## config.mk

```make
export PLATFORM = sky130hd
export DESIGN_NAME = periph_acc_router
export DESIGN_NICKNAME = d
export VERILOG_FILES = /design/src/rtl/periph_acc_router.sv
export SDC_FILE = /design/constraint.sdc
export NUM_CORES = 1
export LEC_CHECK = 0
export ABC_CLOCK_PERIOD_IN_PS = 2700
export CAP_MARGIN = 20
export CORE_AREA = 2 2 104 106
export CTS_CLUSTER_DIAMETER = 60
export CTS_CLUSTER_SIZE = 16
export DETAILED_ROUTE_END_ITERATION = 12
export DIE_AREA = 0 0 106 108
export PLACE_DENSITY = 0.82
export SLEW_MARGIN = 5
export SYNTH_ARGS = -nofsm -noshare
export SYNTH_HDL_FRONTEND = slang
export SYNTH_SLANG_ARGS = --single-unit
export TNS_END_PERCENT = 10
```

## constraint.sdc

```tcl
create_clock -name clk -period 2.7 [get_ports clk]
set_input_delay 0.54 -clock clk [delete_from_list [all_inputs] [get_ports clk]]
set_output_delay 0.54 -clock clk [all_outputs]
set_load 0.02 [all_outputs]
```

## src/rtl/periph_acc_router.sv

```systemverilog
// Routes one cluster peripheral slave port to NB_HWPE HWPE config ports by address index, with
// a single registered outstanding response. Optional macro PERIPH_ACC_ROUTER_TIMEOUT_EN.
module periph_acc_router #(
   parameter int unsigned            NB_HWPE        = 2,
   parameter int unsigned            ADDR_WIDTH     = 32,
   parameter int unsigned            DATA_WIDTH     = 32,
   parameter int unsigned            ID_WIDTH       = 5,
   parameter int unsigned            IDX_LSB        = 10,
   parameter logic [DATA_WIDTH-1:0]  ERR_DATA       = DATA_WIDTH'(32'hBADACCE5),
   parameter int unsigned            TIMEOUT_CYCLES = 64
) (
   input  logic                          clk,
   input  logic                          rst_n,
   input  logic                          test_mode,
   input  logic                          speriph_req_i,
   input  logic [ADDR_WIDTH-1:0]         speriph_add_i,
   input  logic                          speriph_wen_i,
   input  logic [DATA_WIDTH-1:0]         speriph_wdata_i,
   input  logic [DATA_WIDTH/8-1:0]       speriph_be_i,
   input  logic [ID_WIDTH-1:0]           speriph_id_i,
   output logic                          speriph_gnt_o,
   output logic                          speriph_r_valid_o,
   output logic [DATA_WIDTH-1:0]         speriph_r_rdata_o,
   output logic                          speriph_r_opc_o,
   output logic [ID_WIDTH-1:0]           speriph_r_id_o,
   output logic [NB_HWPE-1:0]            hwpe_req_o,
   output logic [ADDR_WIDTH-1:0]         hwpe_add_o,
   output logic                          hwpe_wen_o,
   output logic [DATA_WIDTH-1:0]         hwpe_wdata_o,
   output logic [DATA_WIDTH/8-1:0]       hwpe_be_o,
   output logic [ID_WIDTH-1:0]           hwpe_id_o,
   input  logic [NB_HWPE-1:0]            hwpe_gnt_i,
   input  logic [NB_HWPE-1:0]            hwpe_r_valid_i,
   input  logic [NB_HWPE*DATA_WIDTH-1:0] hwpe_r_rdata_i,
   input  logic [NB_HWPE-1:0]            hwpe_r_opc_i
);

   localparam int unsigned IdxW = (NB_HWPE > 1) ? $clog2(NB_HWPE) : 1;

   typedef enum logic {StIdle, StWait} state_e;

   state_e                state_q, state_d;
   logic [IdxW-1:0]       idx;
   logic                  mapped;
   logic [IdxW-1:0]       sel_q, sel_d;
   logic [ID_WIDTH-1:0]   id_q, id_d;
   logic                  err_q, err_d;
   logic                  r_valid_q, r_valid_d;
   logic [DATA_WIDTH-1:0] r_rdata_q, r_rdata_d;
   logic                  r_opc_q, r_opc_d;
   logic [ID_WIDTH-1:0]   r_id_q, r_id_d;
   logic                  sel_valid, sel_opc;
   logic [DATA_WIDTH-1:0] sel_rdata;
   logic                  accept, resp_fire, timeout;
   logic                  unused_test_mode;

   assign unused_test_mode = test_mode;

   assign idx    = speriph_add_i[IDX_LSB +: IdxW];
   assign mapped = (32'(idx) < NB_HWPE);

   assign hwpe_add_o   = speriph_add_i;
   assign hwpe_wen_o   = speriph_wen_i;
   assign hwpe_wdata_o = speriph_wdata_i;
   assign hwpe_be_o    = speriph_be_i;
   assign hwpe_id_o    = speriph_id_i;

   // Response mux for the latched channel; an unmapped sel_q matches nothing.
   always_comb begin
      sel_valid = 1'b0;
      sel_opc   = 1'b0;
      sel_rdata = '0;
      for (int unsigned k = 0; k < NB_HWPE; k++) begin
         if (sel_q == IdxW'(k)) begin
            sel_valid = hwpe_r_valid_i[k];
            sel_opc   = hwpe_r_opc_i[k];
            sel_rdata = hwpe_r_rdata_i[k*DATA_WIDTH +: DATA_WIDTH];
         end
      end
   end

`ifdef PERIPH_ACC_ROUTER_TIMEOUT_EN
   localparam int unsigned CntW = ($clog2(TIMEOUT_CYCLES + 1) > 8) ?
                                  $clog2(TIMEOUT_CYCLES + 1) : 8;
   logic [CntW-1:0] cnt_q, cnt_d;

   // Fires in the WAIT cycle where the counter would step onto TIMEOUT_CYCLES.
   assign timeout = (state_q == StWait) && (cnt_q == CntW'(TIMEOUT_CYCLES - 1));
   assign cnt_d   = (state_q == StWait) ? cnt_q + 1'b1 : '0;

   always_ff @(posedge clk or negedge rst_n) begin
      if (!rst_n) cnt_q <= '0;
      else        cnt_q <= cnt_d;
   end
`else
   localparam int unsigned unused_timeout_cycles = TIMEOUT_CYCLES;
   assign timeout = 1'b0;
`endif

   assign accept    = (state_q == StIdle) && speriph_req_i && speriph_gnt_o;
   assign resp_fire = (state_q == StWait) && (err_q || sel_valid || timeout);

   always_ff @(posedge clk or negedge rst_n) begin
      if (!rst_n) begin
         state_q   <= StIdle;
         sel_q     <= '0;
         id_q      <= '0;
         err_q     <= 1'b0;
         r_valid_q <= 1'b0;
         r_rdata_q <= '0;
         r_opc_q   <= 1'b0;
         r_id_q    <= '0;
      end else begin
         state_q   <= state_d;
         sel_q     <= sel_d;
         id_q      <= id_d;
         err_q     <= err_d;
         r_valid_q <= r_valid_d;
         r_rdata_q <= r_rdata_d;
         r_opc_q   <= r_opc_d;
         r_id_q    <= r_id_d;
      end
   end

   always_comb begin
      state_d   = state_q;
      sel_d     = sel_q;
      id_d      = id_q;
      err_d     = err_q;
      r_valid_d = 1'b0;
      r_rdata_d = r_rdata_q;
      r_opc_d   = r_opc_q;
      r_id_d    = r_id_q;
      unique case (state_q)
         StIdle: begin
            if (accept) begin
               state_d = StWait;
               sel_d   = idx;
               id_d    = speriph_id_i;
               err_d   = !mapped;
            end
         end
         StWait: begin
            if (resp_fire) begin
               state_d   = StIdle;
               r_valid_d = 1'b1;
               r_id_d    = id_q;
               if (err_q || !sel_valid) begin
                  r_rdata_d = ERR_DATA;
                  r_opc_d   = 1'b1;
               end else begin
                  r_rdata_d = sel_rdata;
                  r_opc_d   = sel_opc;
               end
            end
         end
      endcase
   end

   always_comb begin
      hwpe_req_o    = '0;
      speriph_gnt_o = 1'b0;
      if (state_q == StIdle) begin
         if (mapped) begin
            for (int unsigned k = 0; k < NB_HWPE; k++) begin
               if (idx == IdxW'(k)) begin
                  hwpe_req_o[k] = speriph_req_i;
                  speriph_gnt_o = speriph_req_i && hwpe_gnt_i[k];
               end
            end
         end else begin
            speriph_gnt_o = speriph_req_i;
         end
      end
   end

   assign speriph_r_valid_o = r_valid_q;
   assign speriph_r_rdata_o = r_rdata_q;
   assign speriph_r_opc_o   = r_opc_q;
   assign speriph_r_id_o    = r_id_q;

endmodule

```

Word level (Yosys, flattened, before mapping):

Index checks and enable logic that the tools add are counted.

* muxes and demuxes: 15
* reduce and logical (&&, ||, !) cells: 7
* bitwise gates (word level): 1

Operator list (number)
* 32-bit 2-to-1 mux: 2
* 1-bit 2-to-1 mux: 11
* 1-bit logical AND: 5
* 2-bit AND reduction: 2
* 2-bit 2-to-1 mux: 1
* 1-bit case mux with 2 select lines: 1
* 1-bit NOT: 1

* bits in registers: 46
* bits of input ports: 148
* output and inout bits: 116

Depth between registers and ports, before layout:

* depth after elaboration: 6
* mapped depth: 6
* mapped depth without buffers: 3

Least setup slack after synthesis:

Ideal clock, no wire load.

* path kind: input -> output
* start point: input port speriph_add_i[10]
* end point: output port speriph_gnt_o
* setup slack: 1.152 ns
* path buffers: 0
* cell stages on the path: 2
* arrival: 1.008 ns
* cells stage by stage: mux2i_1 nor2_2

* word-level cells in the longest chain between the ends: 2

RTL lines
* start, declared: RTL line 16 `input logic [ADDR_WIDTH-1:0] speriph_add_i,`
* 1-bit 2-to-1 mux: RTL line 166 `if (idx == IdxW'(k)) begin`
* 1-bit 2-to-1 mux: RTL line 163 `if (state_q == StIdle) begin`
* end, declared: RTL line 21 `output logic speriph_gnt_o,`

No other way between the ends.

Worst setup path after layout:

* start point: input port speriph_add_i[10]
* end point: output port hwpe_req_o[1]

* word-level cells in the longest chain between the ends: 2

RTL lines
* 1-bit 2-to-1 mux: RTL line 166
* 2-bit 2-to-1 mux: RTL line 163
* end, declared: RTL line 26 `output logic [NB_HWPE-1:0] hwpe_req_o,`

No other way between the ends.

==> flow_metrics.tcl <==
set metrics [dict create \
    status "finished clean" \
    cp_slowest_cell "clkdlybuf4s50_1" \
    finalSetupTns_ps 0 \
    cp_data_required_time_ps 2160 \
    cts_buffer_depth 2 \
    synth_top_family_by_area "buffers and inverters" \
    cap_violations 0 \
    hold_viol_final 0 \
    syn-instance-count 260 \
    wl_per_cell_um 15.9 \
    rr_endpoint "speriph_r_id_o[3]" \
    clkTransAtPathRegs_ps 80 \
    worstPathArrival_ps 1930 \
    cts_tree "yes" \
    relSlewSlack 0.526 \
    crit_chain "clkdlybuf4s50_1, inv_1, nor2_1, clkdlybuf4s50_1" \
    slew_viol_final 0 \
    final_util 0.358 \
    viasPerCell 4.55 \
    path_common_cell "clkdlybuf4s50_1" \
    fin_crit_ps 2470 \
    drive_above_1_share 0.130 \
    area_delta_synth_final_pct 32.4 \
    htreeDepth 2 \
    synthMuxAreaShare 0.169 \
    synthAdderAreaFrac 0 \
    port_buffers 126 \
    core-area_sq_um 10200 \
    max_freq_mhz 405 \
    top_level_ports 264 \
    cts_setup_buffers 0 \
    async_flop_share 1.00 \
    antenna_found_initial 0 \
    vias 2017 \
    cts_buffers 5 \
    peakVddDrop_uv 506 \
    rrSetupSlack_ps 1040 \
    drc 0 \
    clk_latency_ps 300 \
    grt_util_all_layers 0.118 \
    crit_path_max_fanout 4 \
    drt-initial-drc-count 77 \
    synthSimpleGateAreaFrac 0.0122 \
    fin_crit_sh 0.915 \
    fp.dieH_um 108 \
    fin_nets 454 \
    ctsHoldBuffers 0 \
    dieArea_sq_um 11400 \
    dp_cells 435 \
    synth_cell_types 19 \
    power_leakage_uw 0.00144 \
    antenna_left 0 \
    reg2reg_from "state_q" \
    power_density_nw_per_um2 1070 \
    firstDrtPassIters 4 \
    reg2reg_depth 3 \
    floorplan.initialDensity 0.271 \
    grt_pass1_vias 2025 \
    synth-edff-count 0 \
    numClockSinks 46 \
    worst_pin_slew_ps 711 \
    antennaDiodeCount 0 \
    mostFrequentLayoutCells "clkdlybuf4s50_1 (125), dfrtp_1 (44), mux2i_1 (34)" \
    grt_start_max_net_pins 69 \
    rows 37 \
    grt_pass1_wl_mm 10.4 \
    worstSetupEndpointType "primary output" \
    synth_compound_area_frac 0.154 \
    ys_seq_area_frac 0.416 \
    finalWirelength_mm 7.03 \
    cts_resized 0 \
    syn_area_sq_um 2770 \
    instances_no_fill 443 \
    synth_xor_xnor_area_share 0 \
    finalClockSkew_ps 6.83 \
    critPathMaxStageDelay_ps 630 \
    cts_root_buf "clkbuf_8" \
    grt_setup_unrepaired "no" \
    worst-setup-path-type "input port to primary output" \
    die_width_um 106 \
    synth_nets 408 \
    overflow 0 \
    gp_congestion 0.655 \
    setup-violations-final 0 \
    place_hpwl_mm 5.52 \
    worst_setup_path_start_kind "input port" \
    syn_area_per_cell_sq_um 10.6 \
    ys_warn_count 0 \
    final_common_cell "clkdlybuf4s50_1" \
    synthFlopType "dfrtp_1" \
    worst_hold_path_type "input port to async pin" \
    ys_ff_latch 46 \
]
## cell type report
class / instances / area [sq um]
fill: 1023 / 6560
timing repair buffer: 132 / 1310
sequential: 46 / 1150
multi-input combinational: 118 / 927
tap: 136 / 170
clock buffer: 7 / 86.3
inverter: 3 / 11.3
clock inverter: 1 / 5.00
## metal layers
layer | routed length [um] | track usage
met5 | 0 | 0
met4 | 308 | 0.0658
met3 | 678 | 0.0452
met2 | 3400 | 0.207
met1 | 2650 | 0.123
## Yosys cell counts, types with 2 or more instances
master | instances | area [sq um]
buf_4 | 74 | 556
dfrtp_1 | 46 | 1150
mux2i_1 | 34 | 340
a31oi_1 | 33 | 206
a21oi_1 | 23 | 115
a21oi_2 | 10 | 87.6
mux2_2 | 10 | 113
buf_2 | 6 | 30.0
buf_6 | 6 | 67.6
clkbuf_1 | 6 | 22.5
inv_1 | 3 | 11.3
nor2_1 | 2 | 7.51
## where the power goes
group	switching, uW	leakage, uW	internal [uW]
registers	192	0.000516	1040
logic	1170	0.000877	1070
clock network	233	0.0000482	207
total	1600	0.00144	2320
## critical path: cells and delay by family
family / cells / cell delay, ps
AND/OR/NAND/NOR: 1 / 160
buffers and inverters: 3 / 1240
## flip-flops by register name (all words and copies together), names as in the netlist
| name | cells |
|---|---|
| id_q | 5 |
| sel_q | 1 |
| speriph_r_id_o | 5 |
| speriph_r_opc_o | 1 |
| speriph_r_rdata_o | 32 |
| speriph_r_valid_o | 1 |
| state_q | 1 |
## cell families (layout without fill, tap and decap cells)
group,count (synthesis),count (layout)
flops,46,46
mux,45,45
buf+inv,96,143
simple gates,5,5
compound gates,68,68
## metrics by stage
step	hold slack (ps)	instance area [sq um]	total power (uW)	worst slack, ps
CTS	241	3670	3970	208
floorplan	244	2770	2750	1150
finish	239	3670	3920	229
global route	273	3670	4190	167
global placement	484	3580	3450	222
detailed placement	500	3580	3520	221
## how the worst max path moves through the flow
stage / start / endpoint / cells after the start
after CTS: speriph_add_i[10] / hwpe_req_o[1] / 4
after global placement: speriph_add_i[10] / hwpe_req_o[1] / 4
after global routing: speriph_add_i[10] / speriph_gnt_o / 4
after detailed placement: speriph_add_i[10] / hwpe_req_o[1] / 4
after floorplan: speriph_add_i[10] / speriph_gnt_o / 2
final: speriph_add_i[10] / hwpe_req_o[1] / 4
Power figures use the tool's default switching activity.
